===== src/rtl/otp_verify_fsm.sv =====
// otp_verify_fsm: captures an OTP word, checks user nibble entries, tracks tries and lockout.
// Optional OTP expiry is built when OTP_TIMEOUT_EN is defined.
module otp_verify_fsm #(
    parameter int DIGITS      = 4,
    parameter int MAX_TRIES   = 3,
    parameter int LOCK_CYCLES = 1024,
    parameter int OTP_TTL     = 4096
) (
    input  logic                clk,
    input  logic                reset,
    input  logic [4*DIGITS-1:0] otp_word,
    input  logic                otp_latch,
    input  logic [3:0]          user_in,
    input  logic                user_latch,
    output logic [2:0]          digit_cnt,
    output logic [2:0]          tries_left,
    output logic                pass,
    output logic                fail,
    output logic                locked,
    output logic                expired
);
    localparam int W  = 4 * DIGITS;
    localparam int IW = $clog2(W);
    localparam int LW = $clog2(LOCK_CYCLES);
    localparam logic [2:0]    TRIES_INIT = 3'(MAX_TRIES);
    localparam logic [3:0]    CNT_FULL   = 4'(DIGITS);
    localparam logic [LW-1:0] LOCK_INIT  = LW'(LOCK_CYCLES - 1);

    typedef enum logic [2:0] {IDLE, ARMED, CHECK, PASS, LOCK} state_t;

    state_t        state, state_n;
    logic [W-1:0]  otp_reg, otp_n;
    logic [W-1:0]  entry, entry_n;
    logic [3:0]    cnt, cnt_n;
    logic [2:0]    tries_n;
    logic          pass_n, fail_n, locked_n;
    logic [LW-1:0] lock_cnt, lock_n;
    logic [IW-1:0] pos;
    logic          capture;

    logic [2:0] otp_sy, usr_sy;
    logic [3:0] nib_s1, nib_s2;
    logic [1:0] warm;
    logic       otp_edge, usr_edge;
    logic       timeout;

    // Edges are masked until the synchronizers have refilled after reset,
    // so a pin held high across reset release is not seen as a rise.
    assign otp_edge  = (warm == 2'd3) && otp_sy[1] && !otp_sy[2];
    assign usr_edge  = (warm == 2'd3) && usr_sy[1] && !usr_sy[2];
    assign digit_cnt = cnt[2:0];

    always_ff @(posedge clk) begin
        if (!reset) begin
            otp_sy <= '0;
            usr_sy <= '0;
            nib_s1 <= '0;
            nib_s2 <= '0;
            warm   <= '0;
        end else begin
            otp_sy <= {otp_sy[1:0], otp_latch};
            usr_sy <= {usr_sy[1:0], user_latch};
            nib_s1 <= user_in;
            nib_s2 <= nib_s1;
            if (warm != 2'd3) warm <= warm + 2'd1;
        end
    end

`ifdef OTP_TIMEOUT_EN
    localparam int TW = $clog2(OTP_TTL + 1);
    logic [TW-1:0] ttl, ttl_n;

    assign timeout = (state == ARMED) && (ttl == TW'(1));

    always_comb begin
        ttl_n = ttl;
        if (capture) ttl_n = TW'(OTP_TTL);
        else if (state == ARMED) ttl_n = ttl - TW'(1);
    end

    always_ff @(posedge clk) begin
        if (!reset) begin
            ttl     <= '0;
            expired <= 1'b0;
        end else begin
            ttl     <= ttl_n;
            expired <= timeout;
        end
    end
`else
    // No TTL hardware: expiry can never fire.
    assign timeout = 1'b0;
    assign expired = (OTP_TTL < 0);
`endif

    always_comb begin
        state_n  = state;
        otp_n    = otp_reg;
        entry_n  = entry;
        cnt_n    = cnt;
        tries_n  = tries_left;
        pass_n   = pass;
        fail_n   = fail;
        locked_n = locked;
        lock_n   = lock_cnt;
        pos      = IW'(cnt) << 2;
        capture  = 1'b0;
        unique case (state)
            IDLE, PASS: capture = otp_edge;
            ARMED: begin
                if (timeout) begin
                    state_n = IDLE;
                    otp_n   = '0;
                    entry_n = '0;
                    cnt_n   = '0;
                    tries_n = TRIES_INIT;
                    fail_n  = 1'b0;
                end else if (otp_edge) begin
                    capture = 1'b1;
                end else if (usr_edge) begin
                    entry_n[pos +: 4] = nib_s2;
                    cnt_n  = cnt + 4'd1;
                    fail_n = 1'b0;
                    if (cnt_n == CNT_FULL) state_n = CHECK;
                end
            end
            CHECK: begin
                if (entry == otp_reg) begin
                    state_n = PASS;
                    pass_n  = 1'b1;
                end else begin
                    tries_n = tries_left - 3'd1;
                    fail_n  = 1'b1;
                    cnt_n   = '0;
                    entry_n = '0;
                    if (tries_n == 3'd0) begin
                        state_n  = LOCK;
                        locked_n = 1'b1;
                        lock_n   = LOCK_INIT;
                    end else begin
                        state_n = ARMED;
                    end
                end
            end
            LOCK: begin
                if (lock_cnt == '0) begin
                    state_n  = IDLE;
                    locked_n = 1'b0;
                    otp_n    = '0;
                    tries_n  = TRIES_INIT;
                    fail_n   = 1'b0;
                end else begin
                    lock_n = lock_cnt - LW'(1);
                end
            end
            default: state_n = IDLE;
        endcase
        if (capture) begin
            state_n = ARMED;
            otp_n   = otp_word;
            entry_n = '0;
            cnt_n   = '0;
            tries_n = TRIES_INIT;
            pass_n  = 1'b0;
            fail_n  = 1'b0;
        end
    end

    always_ff @(posedge clk) begin
        if (!reset) begin
            state      <= IDLE;
            otp_reg    <= '0;
            entry      <= '0;
            cnt        <= '0;
            tries_left <= TRIES_INIT;
            pass       <= 1'b0;
            fail       <= 1'b0;
            locked     <= 1'b0;
            lock_cnt   <= '0;
        end else begin
            state      <= state_n;
            otp_reg    <= otp_n;
            entry      <= entry_n;
            cnt        <= cnt_n;
            tries_left <= tries_n;
            pass       <= pass_n;
            fail       <= fail_n;
            locked     <= locked_n;
            lock_cnt   <= lock_n;
        end
    end
endmodule


===== config.mk =====
export PLATFORM = sky130hd
export DESIGN_NAME = otp_verify_fsm
export DESIGN_NICKNAME = d
export VERILOG_FILES = /design/src/rtl/otp_verify_fsm.sv
export SDC_FILE = /design/constraint.sdc
export NUM_CORES = 1
export LEC_CHECK = 0
export ABC_AREA = 1
export BUFFER_PORTS_ARGS = -buffer_cell sky130_fd_sc_hd__buf_2
export CAP_MARGIN = 10
export CELL_PAD_IN_SITES_DETAIL_PLACEMENT = 1
export CELL_PAD_IN_SITES_GLOBAL_PLACEMENT = 1
export CORE_ASPECT_RATIO = 2
export CORE_MARGIN = 8
export CORE_UTILIZATION = 43
export DETAILED_ROUTE_END_ITERATION = 12
export PLACE_DENSITY = 0.88
export REMOVE_ABC_BUFFERS = 1
export SYNTH_ARGS = -nofsm -noshare
export SYNTH_HDL_FRONTEND = slang
export SYNTH_SLANG_ARGS = --single-unit

===== constraint.sdc =====
create_clock -name clk -period 2 [get_ports clk]
set_clock_uncertainty 0.05 [all_clocks]
set_input_delay 0.6 -clock clk [delete_from_list [all_inputs] [get_ports clk]]
set_output_delay 0.6 -clock clk [all_outputs]
set_load 0.05 [all_outputs]

# Yosys cells after proc, flatten, opt, wreduce, memory -nomap -nowiden

Cells that the tools add are included.

Bits in registers: 71
Bits in latches: 0
RAM bits: 0
Bits in read-only memories: 0
Input bits: 24
Output and inout port bits: 10
Word-level logic and storage cells: 106
Memories kept: 0

Add/subtract/negate cells: 5
Multiply operators: 0
Div/mod/pow operators: 0
Order comparisons: 0
Eq/ne operators: 20
Shift operators: 2
Mux-type cells: 37
Bitwise gates (word level): 2
Reduce and logical (&&, ||, !) cells: 25

Operators by type and width:

| operator                                             | count |
|---|---|
| 2-to-1 mux 16 bit                                    | 6 |
| case mux 16 bit (2 select lines)                     | 1 |
| 2-to-1 mux 10 bit                                    | 3 |
| 2-to-1 mux 3 bit                                     | 8 |
| case mux 10 bit (2 select lines)                     | 1 |
| inequality test 2 bit, second input constant         | 9 |
| bitwise mux 16 bit                                   | 1 |
| equality test 16 bit                                 | 1 |
| variable shift 4 x 6 -> 16 bit, first input constant | 1 |
| indexed part select 4 x 6 -> 16 bit                  | 1 |
| AND reduction 5 bit                                  | 3 |
| 2-to-1 mux 4 bit                                     | 3 |
| inequality test 3 bit, second input constant         | 4 |
| case mux 3 bit (4 select lines)                      | 1 |
| AND reduction 4 bit                                  | 3 |
| zero test 10 bit                                     | 1 |
| subtractor 10 x 1 -> 10 bit, second input constant   | 1 |
| 2-to-1 mux 1 bit                                     | 8 |
| case mux 4 bit (2 select lines)                      | 1 |
| nonzero test 2 bit                                   | 4 |
| equality test 3 x 2 -> 1 bit, second input constant  | 2 |
| zero test 3 bit                                      | 2 |
| negator 4 -> 6 bit                                   | 1 |
| case mux 3 bit (2 select lines)                      | 1 |
| other kinds (16)                                     | 24 |

# Logic depth before layout (Yosys ltp)

Depth in word-level cells: 7
Depth in mapped cells: 13
Mapped depth without buffers: 13

# Worst setup path before layout

No wires, ideal clock.

Path type: reg-to-reg
Start point: reg tries_left[0]
End point: reg lock_cnt[7]
Arrival: 1899 ps
Setup slack: -19 ps
Stages on the path, launching flop included: 13
Path buffers: 1
Clock period less this slack: 2019 ps
Cells stage by stage: dfxtp_1 -> inv_1 -> ha_1 -> xnor2_1 -> nand2_1 -> nand2_2 -> nand2_2 -> nor2_4 -> nand2_4 -> inv_4 -> buf_12 -> o21ai_2 -> a21oi_2

Cells in the longest elaborated chain, start to end: 4

Ends and longest elaborated chain:

| what                            | RTL line | text |
|---|---|---|
| start, declared                 | 16       | `output logic [2:0] tries_left,` |
| start signal, assigned          | 185      | `tries_left <= tries_n;` |
| subtractor 3 x 1 -> 3 bit       | 132      | `tries_n = tries_left - 3'd1;` |
| zero test 3 bit                 | 136      | `if (tries_n == 3'd0) begin` |
| inequality test 2 bit (no line) | n/a      |  |
| AND reduction 4 bit (no line)   | n/a      |  |
| end signal, assigned            | 189      | `lock_cnt <= lock_n;` |
| end, declared                   | 37       | `logic [LW-1:0] lock_cnt, lock_n;` |

Every way passes these cells.
A chain may end at the register's enable or synchronous reset.

# Worst setup path in the final report

Start point: reg lock_cnt[0]
End point: reg otp_reg[1]

Cells in the longest elaborated chain, start to end: 3

Ends and longest elaborated chain:

| what                          | RTL line | text |
|---|---|---|
| zero test 10 bit              | 146      | `if (lock_cnt == '0) begin` |
| nonzero test 2 bit (no line)  | n/a      |  |
| AND reduction 2 bit (no line) | n/a      |  |
| end signal, assigned          | 182      | `otp_reg <= otp_n;` |
| end, declared                 | 32       | `logic [W-1:0] otp_reg, otp_n;` |

Every way passes these cells.

==> summary.md <==
| Metric | Value |
|---|---|
| Status | `finished clean` |
| Clock sink count | `71` |
| Syn Inst Count | `525` |
| Fraction of layout cells with a size suffix above 1 | `0.227` |
| Global-route wire length before repair | `17700 um` |
| P_leak | `0.00208 uW` |
| Most frequent cells in the layout | `nand2_1 (165), dfxtp_1 (71), inv_1 (64)` |
| EDFF count, synth | `0` |
| Longest Clk Path Bufs | `2` |
| Crit path launch type | `flop` |
| Worst skew pair latency | `0.34 ns` |
| Yosys warning count | `0` |
| Register area share after synthesis | `0.388` |
| Initial antenna violation count | `0` |
| Design area | `4370 um2` |
| Slowest CP cell | `dfxtp_1` |
| Psw | `3140 uW` |
| Total gr overflow | `0` |
| FMAX | `between 500 and 600 MHz` |
| Worst min path class | `reg -> reg` |
| Routed met2 length | `6310 um` |
| Ys async rst share | `0` |
| Routed vias | `between 3k and 4k` |
| Synth top area cells | `dfxtp_1 (39%), nand2_1 (17%), inv_1 (6.7%)` |
| GPL Wtd Cong | `0.865` |
| Synth Cell Area | `3660 um2` |
| Largest net degree at the start of global routing | `21` |
| Sw frac | `0.436` |
| Die ar. | `about 12000 um2` |
| Power per cell area | `around 1600 nW/um2` |
| Die W | `81.3 um` |
| PortBufs | `32` |
| TNS Setup | `0 ns` |
| Drt pass-1 iters | `4` |
| Placed cell count | `655` |
| Crit-path most repeated cell | `buf_4` |
| Hold Vio Cnt, Final | `0` |
| Max VDD drop | `~1.3 mV` |
| NumNets Final | `607` |
| Critical path peak fanout | `8` |
| Clk pwr share | `0.259` |
| CP required | `~2.2 ns` |
| Highest metal used | `met4` |
| Top_reg_cell synth | `dfxtp_1` |
| CTS Buf Count | `9` |
| R2r setup slk | `~0.011 ns` |
| Fin crit share | `0.995` |
| #FFs+latches synth | `71` |
| 1st-iter DRT viols | `160` |
| Commonest non-fill, non-tap cell in the layout | `nand2_1` |
| Clock root cell | `clkbuf_16` |
| Cell taking the most area after synthesis | `dfxtp_1` |
| Internal | `around 4000 uW` |
| Crit. End Element | `flop` |
| TritonCTS clock tree | `yes` |
| Sequential power share | `0.273` |
| Final setup viols | `0` |
| Final slew viol count | `0` |
| Post-synth cell types | `39` |
| Via density | `a little over 5` |
| CTS H-Tree Depth | `3` |
| Starting Density | `0.442` |
| Vias in the first global route | `3890` |
| Top-area cell type share of the netlist area | `0.388` |
| Cells along the critical path | `inv_2 > ha_1 > nor3b_2 > nand4_1 > nor2_4 > buf_4 > nor2_2 > buf_4 > nand2_1 > a21oi_1` |
| Final non-filler cell total | `676` |
| Comb pwr share | `0.468` |
| Syn Area/Cell | `6.98 um2` |
| Floorplan Core Area | `between 8000 and 9000 um2` |
| CTS clk-pin slew, worst paths | `0.06 ns` |
| # IOs | `34` |
| Metal1 wirelength | `3830 um` |
| Drc violations | `0` |
| DP Area | `between 3000 and 4000 um2` |
| Antenna Cells | `0` |
| Minimum clock period | `1.99 ns` |
| Final ANT Viol Nets | `0` |
| Crit-path max cell delay | `0.34 ns` |
| GRT Overall Usage | `0.193` |
| Crit Path Category | `reg -> reg` |
| # rows | `47` |
| Wirelength, routed | `between 10000 and 15000 um` |
| Layout area overhead | `19.2%` |
| # Max-Cap Violations | `0` |
| Wire length per cell | `16.2 um` |
| PnR worst setup slack | `0.0106 ns` |
| Met3 wire len | `348 um` |
| Worst EP arrival | `2.16 ns` |
| Hpwl dp | `7960 um` |
| Pre-CTS setup slack | `~0.051 ns` |
| Die height | `approximately 150 um` |
## per-layer routing
metal	GRT usage	vias up
li1	-	1699
met1	0.165	1653
met2	0.375	69
met3	0.0523	34
met4	0.100	0
met5	0	-
## cells in the mapped netlist, types with 3 or more instances
master	instances
nand2_1	166
dfxtp_1	71
inv_1	65
nor2_1	58
a21oi_1	32
nand3_1	12
inv_2	11
ha_1	10
or2_2	10
a21oi_2	9
o21ai_2	8
xor2_1	7
nor3_1	6
nand2_2	5
o21ai_0	5
buf_4	4
nand4_2	4
nor3_2	4
o21bai_1	4
xnor2_1	4
buf_2	3
nand4_1	3
## final timing paths
check | to | cells past startpoint | startpoint
setup / recovery | otp_reg[1] | 10 | lock_cnt[0]
hold / removal | nib_s2[3] | 2 | nib_s1[3]
setup reg to reg | otp_reg[1] | 10 | lock_cnt[0]
hold reg to reg | nib_s2[3] | 2 | nib_s1[3]
## metrics by stage
stage | total power [uW] | util | hold WS, ns
floorplan | 3910 | - | 0.340
global placement | 4900 | 0.477 | 0.346
detailed placement | 5110 | 0.477 | 0.351
CTS | 7080 | 0.519 | 0.363
global route | 7610 | 0.526 | 0.382
finish | 7200 | 0.526 | 0.355
## power groups by stage
stage	clock [uW]	combinational, uW	sequential (uW)
after floorplan	0	1840	2080
final	1860	3370	1970
after detailed placement	0	3130	1980
after CTS	1910	3210	1960
after global routing	1960	3660	2000
after global placement	0	2940	1960
## cell families after synthesis
group / Yosys count / synth area share
AO/OA/AOI/OAI: 61 / 0.105
XOR/XNOR: 11 / 0.0263
adder cells (fa/ha/maj): 10 / 0.0342
buffers and inverters: 91 / 0.106
flip-flops: 71 / 0.388
other: 1 / 0.00102
AND/OR/NAND/NOR: 280 / 0.340
## area by class of cell
type	count	area, um2
Multi-Input combinational cell	363	1880
Fill cell	1086	3930
Timing Repair Buffer	50	295
Tap cell	98	123
Inverter	78	295
Sequential cell	71	1420
Clock buffer	10	239
Clock inverter	6	108
## worst max-delay path: cells and delay by family (launching register included)
kind / cells / cell delay (ns)
buffers and inverters: 3 / 0.40
and+or+nand+nor: 5 / 0.82
AOI/OAI and AO/OA: 1 / 0.08
adders and majority gates: 1 / 0.17
DFF: 1 / 0.34
## timing repair
item / 4_1_cts / 5_1_grt
setup endpoints to repair: 1 / 13
resized for setup: 1 / 8
pin swaps: 0 / 3
buffers inserted: 0 / 5
hold buffers: 0 / 0
No activity file was read; power rests on OpenSTA's default activity.
